<file path="config.mk">
export PLATFORM = sky130hd
export DESIGN_NAME = usbdev_aon_suspend_seq
export DESIGN_NICKNAME = d
export VERILOG_FILES = /design/src/rtl/usbdev_pkg.sv /design/src/rtl/usbdev_aon_suspend_seq.sv
export SDC_FILE = /design/constraint.sdc
export NUM_CORES = 1
export LEC_CHECK = 0
export ABC_CLOCK_PERIOD_IN_PS = 2700
export BUFFER_PORTS_ARGS = -buffer_cell sky130_fd_sc_hd__buf_2
export CAP_MARGIN = 20
export CORE_MARGIN = 2
export CORE_UTILIZATION = 45
export DETAILED_ROUTE_END_ITERATION = 8
export HOLD_SLACK_MARGIN = 0.1
export PLACE_DENSITY = 0.76
export SKIP_LAST_GASP = 1
export SLEW_MARGIN = 10
export SYNTH_ARGS = -nofsm -noshare
export SYNTH_HDL_FRONTEND = slang
export SYNTH_SLANG_ARGS = --single-unit
</file>
<file path="constraint.sdc">
create_clock -name clk_aon_i -period 2.7 [get_ports clk_aon_i]
set_clock_uncertainty 0.2 [all_clocks]
set_input_delay 0.81 -clock clk_aon_i [delete_from_list [all_inputs] [get_ports clk_aon_i]]
set_output_delay 0.81 -clock clk_aon_i [all_outputs]
set_load 0.1 [all_outputs]
</file>
<file path="src/rtl/usbdev_pkg.sv">
// usbdev_pkg: shared types and constants for the USB device AON suspend/wake sequencing.
// Rev 1.0
`default_nettype none

package usbdev_pkg;

  typedef enum logic [2:0] {
    AonSeqIdle    = 3'd0,
    AonSeqArm     = 3'd1,
    AonSeqEnter   = 3'd2,
    AonSeqMonitor = 3'd3,
    AonSeqWake    = 3'd4,
    AonSeqRelease = 3'd5,
    AonSeqError   = 3'd6
  } aon_seq_state_e;

  localparam int AonWakeCauseW = 3;

  localparam int AonCauseBusNotIdle = 0;
  localparam int AonCauseBusReset   = 1;
  localparam int AonCauseSenseLost  = 2;

endpackage

`default_nettype wire

</file>
<file path="src/rtl/usbdev_aon_suspend_seq.sv">
// usbdev_aon_suspend_seq: AON sequencer handing suspend/wake control between usbdev and the wake detector.
// Rev 1.0
`default_nettype none

module usbdev_aon_suspend_seq
  import usbdev_pkg::*;
#(
  parameter int SettleCycles     = 8,
  parameter int HandshakeTimeout = 16
) (
  input  logic                     clk_aon_i,
  input  logic                     rst_aon_ni,
  input  logic                     suspend_req_aon_i,
  input  logic                     wake_ack_aon_i,
  input  logic                     det_active_i,
  input  logic                     det_wake_req_i,
  input  logic                     det_bus_not_idle_i,
  input  logic                     det_bus_reset_i,
  input  logic                     det_sense_lost_i,
  output logic                     det_suspend_req_o,
  output logic                     det_wake_ack_o,
  output logic                     wake_req_aon_o,
  output logic [AonWakeCauseW-1:0] wake_cause_o,
  output logic                     err_o,
  output logic [2:0]               state_o
);

  localparam int CntMax = (SettleCycles > HandshakeTimeout) ? SettleCycles : HandshakeTimeout;
  localparam int CntW   = $clog2(CntMax + 1);

  localparam logic [CntW-1:0] SettleLast  = CntW'(SettleCycles - 1);
  localparam logic [CntW-1:0] TimeoutLast = CntW'(HandshakeTimeout - 1);
  localparam logic [CntW-1:0] CntSat      = {CntW{1'b1}};

  aon_seq_state_e state_q, state_d;

  logic [CntW-1:0]          cnt_q;
  logic [AonWakeCauseW-1:0] cause_q;
  logic [AonWakeCauseW-1:0] det_events;
  logic                     err_q;
  logic                     rearm_block_q;
  logic                     counting;
  logic                     arm_edge;
  logic                     capture_cause;

  always_comb begin
    det_events                     = '0;
    det_events[AonCauseBusNotIdle] = det_bus_not_idle_i;
    det_events[AonCauseBusReset]   = det_bus_reset_i;
    det_events[AonCauseSenseLost]  = det_sense_lost_i;
  end

  always_ff @(posedge clk_aon_i or negedge rst_aon_ni) begin
    if (!rst_aon_ni) begin
      state_q <= AonSeqIdle;
    end else begin
      state_q <= state_d;
    end
  end

  always_comb begin
    state_d = state_q;
    unique case (state_q)
      AonSeqIdle: begin
        if (suspend_req_aon_i && !rearm_block_q) state_d = AonSeqArm;
      end
      AonSeqArm: begin
        if (!suspend_req_aon_i)       state_d = AonSeqIdle;
        else if (cnt_q == SettleLast) state_d = AonSeqEnter;
      end
      AonSeqEnter: begin
        if (det_active_i)              state_d = AonSeqMonitor;
        else if (cnt_q == TimeoutLast) state_d = AonSeqError;
      end
      AonSeqMonitor: begin
        if (det_wake_req_i)      state_d = AonSeqWake;
        else if (wake_ack_aon_i) state_d = AonSeqRelease;
      end
      AonSeqWake: begin
        if (wake_ack_aon_i) state_d = AonSeqRelease;
      end
      AonSeqRelease: begin
        if (!det_active_i)             state_d = AonSeqIdle;
        else if (cnt_q == TimeoutLast) state_d = AonSeqError;
      end
      AonSeqError: begin
        if (!suspend_req_aon_i && !wake_ack_aon_i) state_d = AonSeqIdle;
      end
      default: state_d = AonSeqIdle;
    endcase
  end

  assign counting      = (state_q == AonSeqArm) || (state_q == AonSeqEnter) ||
                         (state_q == AonSeqRelease);
  assign arm_edge      = (state_q == AonSeqIdle) && (state_d == AonSeqArm);
  assign capture_cause = (state_q == AonSeqWake) ||
                         ((state_q == AonSeqMonitor) && (state_d == AonSeqWake));

  // Counter restarts on every state change so each phase times itself from zero.
  always_ff @(posedge clk_aon_i or negedge rst_aon_ni) begin
    if (!rst_aon_ni) begin
      cnt_q         <= '0;
      cause_q       <= '0;
      err_q         <= 1'b0;
      rearm_block_q <= 1'b0;
    end else begin
      if (state_d != state_q) begin
        cnt_q <= '0;
      end else if (counting && (cnt_q != CntSat)) begin
        cnt_q <= cnt_q + CntW'(1);
      end

      if (arm_edge) begin
        cause_q <= '0;
      end else if (capture_cause) begin
        cause_q <= cause_q | det_events;
      end

      if (arm_edge) begin
        err_q <= 1'b0;
      end else if (state_d == AonSeqError) begin
        err_q <= 1'b1;
      end

      // A request still held after handback must be seen low before the next arm.
      if ((state_q == AonSeqRelease) && (state_d == AonSeqIdle)) begin
        rearm_block_q <= suspend_req_aon_i;
      end else if (!suspend_req_aon_i) begin
        rearm_block_q <= 1'b0;
      end
    end
  end

  always_comb begin
    det_suspend_req_o = 1'b0;
    det_wake_ack_o    = 1'b0;
    wake_req_aon_o    = 1'b0;
    unique case (state_q)
      AonSeqEnter:   det_suspend_req_o = 1'b1;
      AonSeqWake:    wake_req_aon_o    = 1'b1;
      AonSeqRelease: det_wake_ack_o    = 1'b1;
      default: ;
    endcase
  end

  assign wake_cause_o = cause_q;
  assign err_o        = err_q;
  assign state_o      = state_q;

endmodule

`default_nettype wire
</file>
Word-level counts from Yosys, hierarchy flattened:

Cells that the tools add are included.

* output and inout port bits: 10
* logic and storage cells: 59
* register bits after elaboration: 13
* bits of input ports: 9

* bitwise logic cells: 1
* reductions and logical operators: 17
* add/sub/neg operators: 1
* mux-type cells: 21
* equal/unequal tests: 14

Operator list (number)
* 3-bit 2-to-1 mux: 11
* 3-bit case mux with 7 select lines: 1
* 3-bit equality test, second input constant: 5
* 5-bit 2-to-1 mux: 2
* 1-bit 2-to-1 mux: 7
* 3-bit by 1-bit equality test with 1-bit output, second input constant: 2
* 3-bit by 2-bit equality test with 1-bit output, second input constant: 2
* 1-bit logical AND: 6
* 3-bit logical NOT: 2
* 2-bit nonzero test: 3
* 5-bit by 1-bit adder with 5-bit output, second input constant: 1
* 5-bit by 3-bit equality test with 1-bit output, second input constant: 1
* 5-bit by 4-bit equality test with 1-bit output, second input constant: 1
* 5-bit != test, second input constant: 1
* 1-bit logical NOT: 3
* 1-bit logical OR: 3
* 3-bit != test: 1
* 3-bit bitwise OR: 1
* 2-bit by 1-bit != test with 1-bit output, second input constant: 1

Logic depth before layout (Yosys ltp):

Gate-level depths: netlist (run 1).

* depth in word-level cells: 9
* gate-level depth with buffers: 7
* mapped depth without buffers: 7

Worst setup path before layout (run 1):

Ideal clock, no wire load.

* path type: reg2out
* start: reg state_q[2], in the netlist state_o[2]
* end: out wake_req_aon_o
* required time: 1.690 ns
* path buffers: 1
* data arrival time: 2.720 ns
* cell stages (with the launch flop): 4
* path slack: -1.030 ns
* cell sequence: dfrtp_1 > buf_6 > or2b_1 > nor2_1

* longest elaborated chain between the ends: 2

Ends and longest elaborated chain
* start: declaration: line usbdev_aon_suspend_seq.sv:35 `aon_seq_state_e state_q, state_d;`
* start signal: assignment: line usbdev_aon_suspend_seq.sv:55 `state_q <= AonSeqIdle;`
* start signal: assignment: line usbdev_aon_suspend_seq.sv:57 `state_q <= state_d;`
* 3-bit equality test: line usbdev_aon_suspend_seq.sv:138 `unique case (state_q)`
* 1-bit 2-to-1 mux: line usbdev_aon_suspend_seq.sv:138
* end: declaration: line usbdev_aon_suspend_seq.sv:22 `output logic wake_req_aon_o,`

Every way passes these cells.

Worst setup path after layout (run 1):

* start: reg state_q[0], in the netlist state_o[0]
* end: out det_wake_ack_o

* longest elaborated chain between the ends: 2

Ends and longest elaborated chain
* 3-bit equality test: line usbdev_aon_suspend_seq.sv:138
* 1-bit 2-to-1 mux: line usbdev_aon_suspend_seq.sv:138
* end: declaration: line usbdev_aon_suspend_seq.sv:21 `output logic det_wake_ack_o,`

Every way passes these cells.

==> qor.log, run 1 <==
qor: global_routing.grt_pass1_vias 742
qor: clocking.cts_post_setup_buffers_inserted 0
qor: timing.finalSetupViolCount 0
qor: clocking.cts_tree done
qor: placement.place_congestion 0.783
qor: clocking.clock-sinks 13
qor: synthesis.synth_nets 102
qor: timing.unrepaired_setup_endpoints_after_global_routing no
qor: min_path.min-delay-path-class in2async
qor: layout.instances_no_fill 136
qor: synthesis.yosys_register_bits 13
qor: synthesis.synthDistinctLibCells 46
qor: setup_path.timing_worst_setup_path_type reg2out
qor: synthesis.synth-async-reset-ratio 1.00
qor: setup_path.crit_arrival 1.61 ns
qor: clocking.clkLatencyLatePin 0.28 ns
qor: synthesis.post-synth-top-count-cell sky130_fd_sc_hd__dfrtp_1
qor: detailed_routing.avgViaCountPerCell 5.47
qor: setup_path.crit_path_top_delay_cell sky130_fd_sc_hd__dfrtp_2
qor: floorplan.dieHeight 50.2 µm
qor: setup_path.critical_path_required 1.69 ns
qor: setup_path.path_delay_family flip-flops
qor: placement.dpl.cell_count 132
qor: pwr.power_density 449 nW/µm²
qor: setup_path.critical_path.reg2reg.startpoint cnt_q[0]$_DFFE_PN0P_
qor: placement.portBuffers 18
qor: timing.maxClockFrequency 382 MHz
qor: synthesis.synth.yosys.seq_area_share 0.339
qor: setup_path.crit_path_cell_trace and3b_2, buf_2
qor: status.run_status completed
qor: setup_path.path_buf_inv 1
qor: detailed_routing.drt_first_iter_violations 11
qor: global_routing.antenna_found_initial 0
qor: synthesis.number_of_flops_mapped_to_enable_cells_by_yosys 0
qor: timing.worst_case_hold_slack 0.213 ns
qor: pwr.total_leakage_power 0.484 nW
qor: clocking.clock_tree.buffer_depth 2
qor: clocking.ctsHtreeMaxLevel 1
qor: detailed_routing.via_total_after_detailed_routing 744
qor: layout.drive_above_1_share 0.404
qor: global_routing.grt_max_degree 18
qor: global_routing.total_routing_resource_utilization_after_global_routing 0.171
qor: detailed_routing.drt_first_pass_iters 4
qor: floorplan.fp.dieArea 2520 µm²
qor: timing.finalCriticalPeriod 2.62 ns
qor: layout.nets 122
qor: synthesis.yosys-top-cells-area sky130_fd_sc_hd__dfrtp_1 34%, sky130_fd_sc_hd__ha_1 3.9%, sky130_fd_sc_hd__o32ai_4 2.9%
qor: detailed_routing.routed_wirelength 1950 µm
qor: floorplan.floorplan.initialDensity 0.485
qor: clocking.clock-root-buffer sky130_fd_sc_hd__clkbuf_4
qor: placement.dp_hpwl 1520 µm
qor: layout.antenna_cells 0
qor: setup_path.cp-startpoint state_o[0]$_DFF_PN0_
qor: synthesis.post-synth-top-area-cell sky130_fd_sc_hd__dfrtp_1
qor: floorplan.die_w 50.2 µm
qor: setup_path.worst-r2r-setup-slack 0.34 ns
qor: timing.setup_total_negative_slack 0 ns
qor: floorplan.core.rowCount 16
qor: synthesis.synth.avg_cell_area 10.7 µm²
qor: synthesis.synth_top_area_frac 0.339
qor: pwr.vdd_drop_max 0.297 mV
qor: global_routing.globalRouteOverflowTotal 0
qor: synthesis.post_synth_most_frequent_cells 13 x sky130_fd_sc_hd__dfrtp_1, 7 x sky130_fd_sc_hd__inv_1, 7 x sky130_fd_sc_hd__nor2_1
qor: timing.timing.max_slew.rel_slack 0.669
qor: timing.max_slew.worst_pin.slew 0.500 ns
qor: layout.fillers 166
qor: layout.fin_util 0.566
qor: pwr.total_power 504 µW
qor: clocking.numCtsBuffers 3
qor: floorplan.pin_count 19
qor: timing.final_report_max_slew_violation_count 0
qor: detailed_routing.routed_wire_length_per_instance 14.3 µm
qor: setup_path.worst_path_largest_cell_delay 0.57 ns
qor: floorplan.core_region_area 1980 µm²
qor: timing.layout_setup_ws 0.0796 ns
qor: layout.final_cell_area 1120 µm²
qor: layout.syn_to_final_growth 16.8%
qor: timing.finalHoldViolations 0
qor: detailed_routing.antenna_violating_nets_post_route 0
qor: global_routing.global_route_wire_length_before_repair 3280 µm
qor: setup_path.critical_path.endpoint_type output port
qor: setup_path.critical_path_peak_fanout 17
qor: placement.placedInstanceArea 1090 µm²
qor: timing.timing.final.crit_share 0.971
qor: placement.place_ws 0.333 ns
qor: synthesis.netlist_instances 90
qor: setup_path.startpoint_type flop
qor: synthesis.post_synth_instance_area 961 µm²
qor: detailed_routing.detail_route.drc_violations 0
qor: synthesis.yosysWarningCount 0
qor: synthesis.ys.flop_type sky130_fd_sc_hd__dfrtp_1
qor: clocking.cts.clk_slew.worst_paths 0.08 ns
qor: flow_run.max_cap_viol_count 0
## per-layer routing
layer / track usage / wire (µm) / share of wire / vias to the layer above
li1: - / - / - / 370
met1: 0.227 / 953 / 0.49 / 357
met2: 0.285 / 916 / 0.47 / 15
met3: 0.0179 / 53 / 0.027 / 2
met4: 0.0694 / 24 / 0.012 / 0
met5: 0 / 0 / 0 / -
## flip-flops by register name, indices dropped and copies added (netlist names)
signal         count
err_o              1
wake_cause_o       3
state_o            3
cnt_q              5
rearm_block_q      1
## cells by family (layout without fill, tap and decap cells)
logic type / after synthesis / after routing / synth area share
adder cells (fa/ha/maj): 3 / 3 / 0.0391
flip-flops: 13 / 13 / 0.339
AO/OA/AOI/OAI: 23 / 23 / 0.254
AND/OR/NAND/NOR: 36 / 36 / 0.271
buffers and inverters: 10 / 29 / 0.0495
XOR/XNOR: 3 / 3 / 0.0273
multiplexers: 2 / 2 / 0.0208
## power breakdown
part / internal [mW] / switching, mW
sequential: 0.210 / 0.0263
clock: 0.0573 / 0.0632
combinational: 0.0614 / 0.0851
## what timing repair did
item,in CTS,in global routing
endpoints found under the setup margin,0,1
hold buffers,0,0
gates resized for setup,0,1
## path summary, 6_finish.rpt
check                                               to  cells past startpoint
setup / recovery                        det_wake_ack_o                      2
hold / removal                       err_o$_DFFE_PN0P_                      1
setup reg to reg                  cnt_q[4]$_DFFE_PN0P_                      7
hold reg to reg            wake_cause_o[0]$_DFFE_PN0P_                      2
max in group asynchronous         state_o[2]$_DFF_PN0_                      1
min in group clk_aon_i     wake_cause_o[0]$_DFFE_PN0P_                      2
## placed cells by master (no fill, tap or decap), types with 2 or more instances in the layout
cell	Yosys	layout
sky130_fd_sc_hd__nor3b_1	2	2
sky130_fd_sc_hd__buf_2	2	16
sky130_fd_sc_hd__nand3_1	2	2
sky130_fd_sc_hd__a21oi_1	3	3
sky130_fd_sc_hd__ha_1	3	3
sky130_fd_sc_hd__inv_1	7	6
sky130_fd_sc_hd__o21bai_1	2	2
sky130_fd_sc_hd__nor2_1	7	6
sky130_fd_sc_hd__dfrtp_1	13	10
sky130_fd_sc_hd__a32o_1	2	2
sky130_fd_sc_hd__and2_1	2	2
sky130_fd_sc_hd__mux2i_1	2	2
sky130_fd_sc_hd__nand4bb_1	2	2
sky130_fd_sc_hd__xnor2_1	3	3
sky130_fd_sc_hd__clkbuf_4	0	4
sky130_fd_sc_hd__nand2_1	3	3
sky130_fd_sc_hd__nor3_1	4	4
sky130_fd_sc_hd__dfrtp_2	0	3
sky130_fd_sc_hd__a211oi_2	2	2
## worst register-to-register path, cell delays in order (launching register included)
cell and delay, ns:
sky130_fd_sc_hd__dfrtp_1 0.41, sky130_fd_sc_hd__ha_1 0.24, sky130_fd_sc_hd__and3_1 0.21, sky130_fd_sc_hd__ha_1 0.21, sky130_fd_sc_hd__and2_1 0.20, sky130_fd_sc_hd__a221oi_4 0.27, sky130_fd_sc_hd__o32ai_4 0.17, sky130_fd_sc_hd__a2111oi_2 0.34
## final cells by class
| type | count | area, µm² | area share |
|---|---|---|---|
| clock buffer | 4 | 26.3 | 0.0234 |
| inverter | 7 | 30.0 | 0.0268 |
| multi-input combinational | 67 | 596 | 0.531 |
| sequential | 13 | 329 | 0.293 |
| tap | 27 | 33.8 | 0.0301 |
| timing repair buffer | 18 | 108 | 0.0959 |
Note: power is estimated with default switching activity, not from simulation.
==> inputs of run 2 (changes only) <==
Settings changed: CORE_MARGIN 2 to 3.
==> run 2 against run 1 <==
- worst hold slack worse by 0.0099 ns
- via count up 0.94%
- largest cell class unchanged
- non-clock buffer count unchanged
- final cell count did not move
- clock power rose by 5%
- critical path type unchanged
- sequential share of layout area unchanged
- register-to-register slack barely moved
- count of clock-buffer cells in the layout did not move
- setup slack better by 0.020 ns
==> qor.log, run 2 (synthesis results as in run 1) <==
qor: placement.placedInstanceArea 1090 µm²
qor: clocking.clock-root-buffer sky130_fd_sc_hd__clkbuf_4
qor: pwr.total_power 510 µW
qor: setup_path.timing.reg2reg.worst_path_depth 7
qor: setup_path.critical_path.endpoint_type output port
qor: layout.drive_above_1_share 0.404
qor: placement.place_ws 0.320 ns
qor: layout.final_cell_area 1120 µm²
qor: timing.max_slew.worst_pin.slew 0.503 ns
qor: timing.finalHoldViolations 0
qor: global_routing.global_route_wire_length_before_repair 3400 µm
qor: timing.unrepaired_setup_endpoints_after_global_routing no
qor: floorplan.dieHeight 52.2 µm
qor: status.run_status completed
qor: pwr.power.share.combinational 0.288
qor: clocking.cts_post_setup_buffers_inserted 0
qor: layout.fin_util 0.566
qor: timing.finalSetupViolCount 0
qor: placement.dp_hpwl 1560 µm
qor: global_routing.grt_pass1_vias 727
qor: detailed_routing.routed_wire_length_per_instance 14.8 µm
qor: pwr.vdd_drop_max 0.303 mV
qor: clocking.cts_tree done
qor: setup_path.crit_path_cell_trace and3b_2, buf_2
qor: floorplan.core_region_area 1980 µm²
qor: layout.antenna_cells 0
qor: detailed_routing.avgViaCountPerCell 5.52
qor: detailed_routing.via_total_after_detailed_routing 751
qor: timing.finalCriticalPeriod 2.60 ns
qor: floorplan.floorplan.initialDensity 0.485
qor: detailed_routing.routed_wirelength 2010 µm
qor: setup_path.worst_path_largest_cell_delay 0.55 ns
qor: layout.layout.cells.most_common_list 16 x sky130_fd_sc_hd__buf_2, 10 x sky130_fd_sc_hd__dfrtp_1, 6 x sky130_fd_sc_hd__inv_1, 6 x sky130_fd_sc_hd__nor2_1
qor: clocking.clock_tree.buffer_depth 2
qor: min_path.min-delay-path-class in2async
qor: placement.dpl.cell_count 132
qor: timing.final_report_max_slew_violation_count 0
qor: placement.place_congestion 0.854
qor: detailed_routing.detail_route.drc_violations 0
qor: setup_path.startpoint_type flop
qor: clocking.clock-sinks 13
qor: layout.register_area 329 µm²
qor: layout.syn_to_final_growth 16.8%
qor: setup_path.critical_path_peak_fanout 17
qor: pwr.total_leakage_power 0.484 nW
qor: layout.largest_register_ffs 5
qor: clocking.clkLatencyLatePin 0.28 ns
qor: layout.nets 122
qor: timing.setup_total_negative_slack 0 ns
qor: pwr.pwr-share-seq 0.462
qor: timing.timing.final.crit_share 0.963
qor: timing.maxClockFrequency 385 MHz
qor: floorplan.fp.dieArea 2730 µm²
qor: pwr.power_density 454 nW/µm²
qor: global_routing.globalRouteOverflowTotal 0
qor: pwr.power.switching_fraction 0.354
qor: global_routing.antenna_found_initial 0
qor: clocking.cts.clk_slew.worst_paths 0.09 ns
qor: clocking.numCtsBuffers 3
qor: setup_path.crit_path_top_delay_cell sky130_fd_sc_hd__dfrtp_2
qor: timing.timing.max_slew.rel_slack 0.664
qor: flow_run.max_cap_viol_count 0
qor: pwr.net_switching 180 µW
qor: layout.multi_input_comb_area 596 µm²
qor: pwr.internal-power 330 µW
qor: setup_path.timing_worst_setup_path_type reg2out
qor: global_routing.grt_max_degree 18
qor: floorplan.core.rowCount 16
qor: layout.fillers 168
qor: global_routing.total_routing_resource_utilization_after_global_routing 0.169
qor: timing.worst_case_hold_slack 0.203 ns
qor: setup_path.crit_arrival 1.59 ns
qor: clocking.ctsHtreeMaxLevel 1
qor: floorplan.die_w 52.2 µm
qor: layout.most_frequent_standard_cell_in_the_layout_excluding_fill_and_tap_cells sky130_fd_sc_hd__buf_2
qor: placement.portBuffers 18
qor: floorplan.pin_count 19
qor: layout.instances_no_fill 136
qor: setup_path.critical_path_required 1.69 ns
qor: timing.layout_setup_ws 0.0999 ns
qor: layout.top_register cnt_q
qor: detailed_routing.antenna_violating_nets_post_route 0
qor: detailed_routing.drt_first_pass_iters 4
qor: detailed_routing.drt_first_iter_violations 17
qor: pwr.clockPowerShare 0.250
-- run 2: cell counts in the layout (fill, tap and decap cells not counted) --
No cell type changed its count.
-- run 2: path summary, 6_finish.rpt --
path	from	endpoint	slack [ns]
setup / recovery	state_o[0]$_DFF_PN0_	det_wake_ack_o	0.1
max in group asynchronous	rst_aon_ni	state_o[0]$_DFF_PN0_	1.85
hold / removal	rst_aon_ni	wake_cause_o[1]$_DFFE_PN0P_	0.20
setup reg to reg	cnt_q[0]$_DFFE_PN0P_	cnt_q[4]$_DFFE_PN0P_	0.35
hold reg to reg	wake_cause_o[2]$_DFFE_PN0P_	wake_cause_o[2]$_DFFE_PN0P_	0.30
min in group clk_aon_i	wake_cause_o[2]$_DFFE_PN0P_	wake_cause_o[2]$_DFFE_PN0P_	0.30
-- run 2: repair_timing --
action,in CTS,in global routing
setup endpoints to repair,0,1
hold buffers,0,0
gates resized for setup,0,1
-- run 2: metal layers --
layer  vias up  global-route usage  wire length (µm)
li1        372                   -                 -
met1       358               0.227               920
met2        19               0.278               997
met3         2              0.0342                85
met4         0              0.0383                 8
met5         -                   0                 0
-- run 2: power by group through the flow --
stage / logic [mW] / clock network (mW) / registers, mW
finish: 0.147 / 0.127 / 0.236
detailed placement: 0.148 / 0 / 0.240
floorplan: 0.103 / 0 / 0.251
CTS: 0.149 / 0.130 / 0.236
global route: 0.162 / 0.135 / 0.240
global placement: 0.144 / 0 / 0.238
-- run 2: layout make-up --
class                      count  area share
clock buffer                   4      0.0234
inverter                       7      0.0268
multi-input combinational     67       0.531
sequential                    13       0.293
tap                           27      0.0301
timing repair buffer          18      0.0959
-- run 2: worst max-delay path: cells and delay by family (launching register included) --
family / cells / cell delay, ns
simple gates: 1 / 0.31
buf+inv: 1 / 0.44
flops: 1 / 0.55
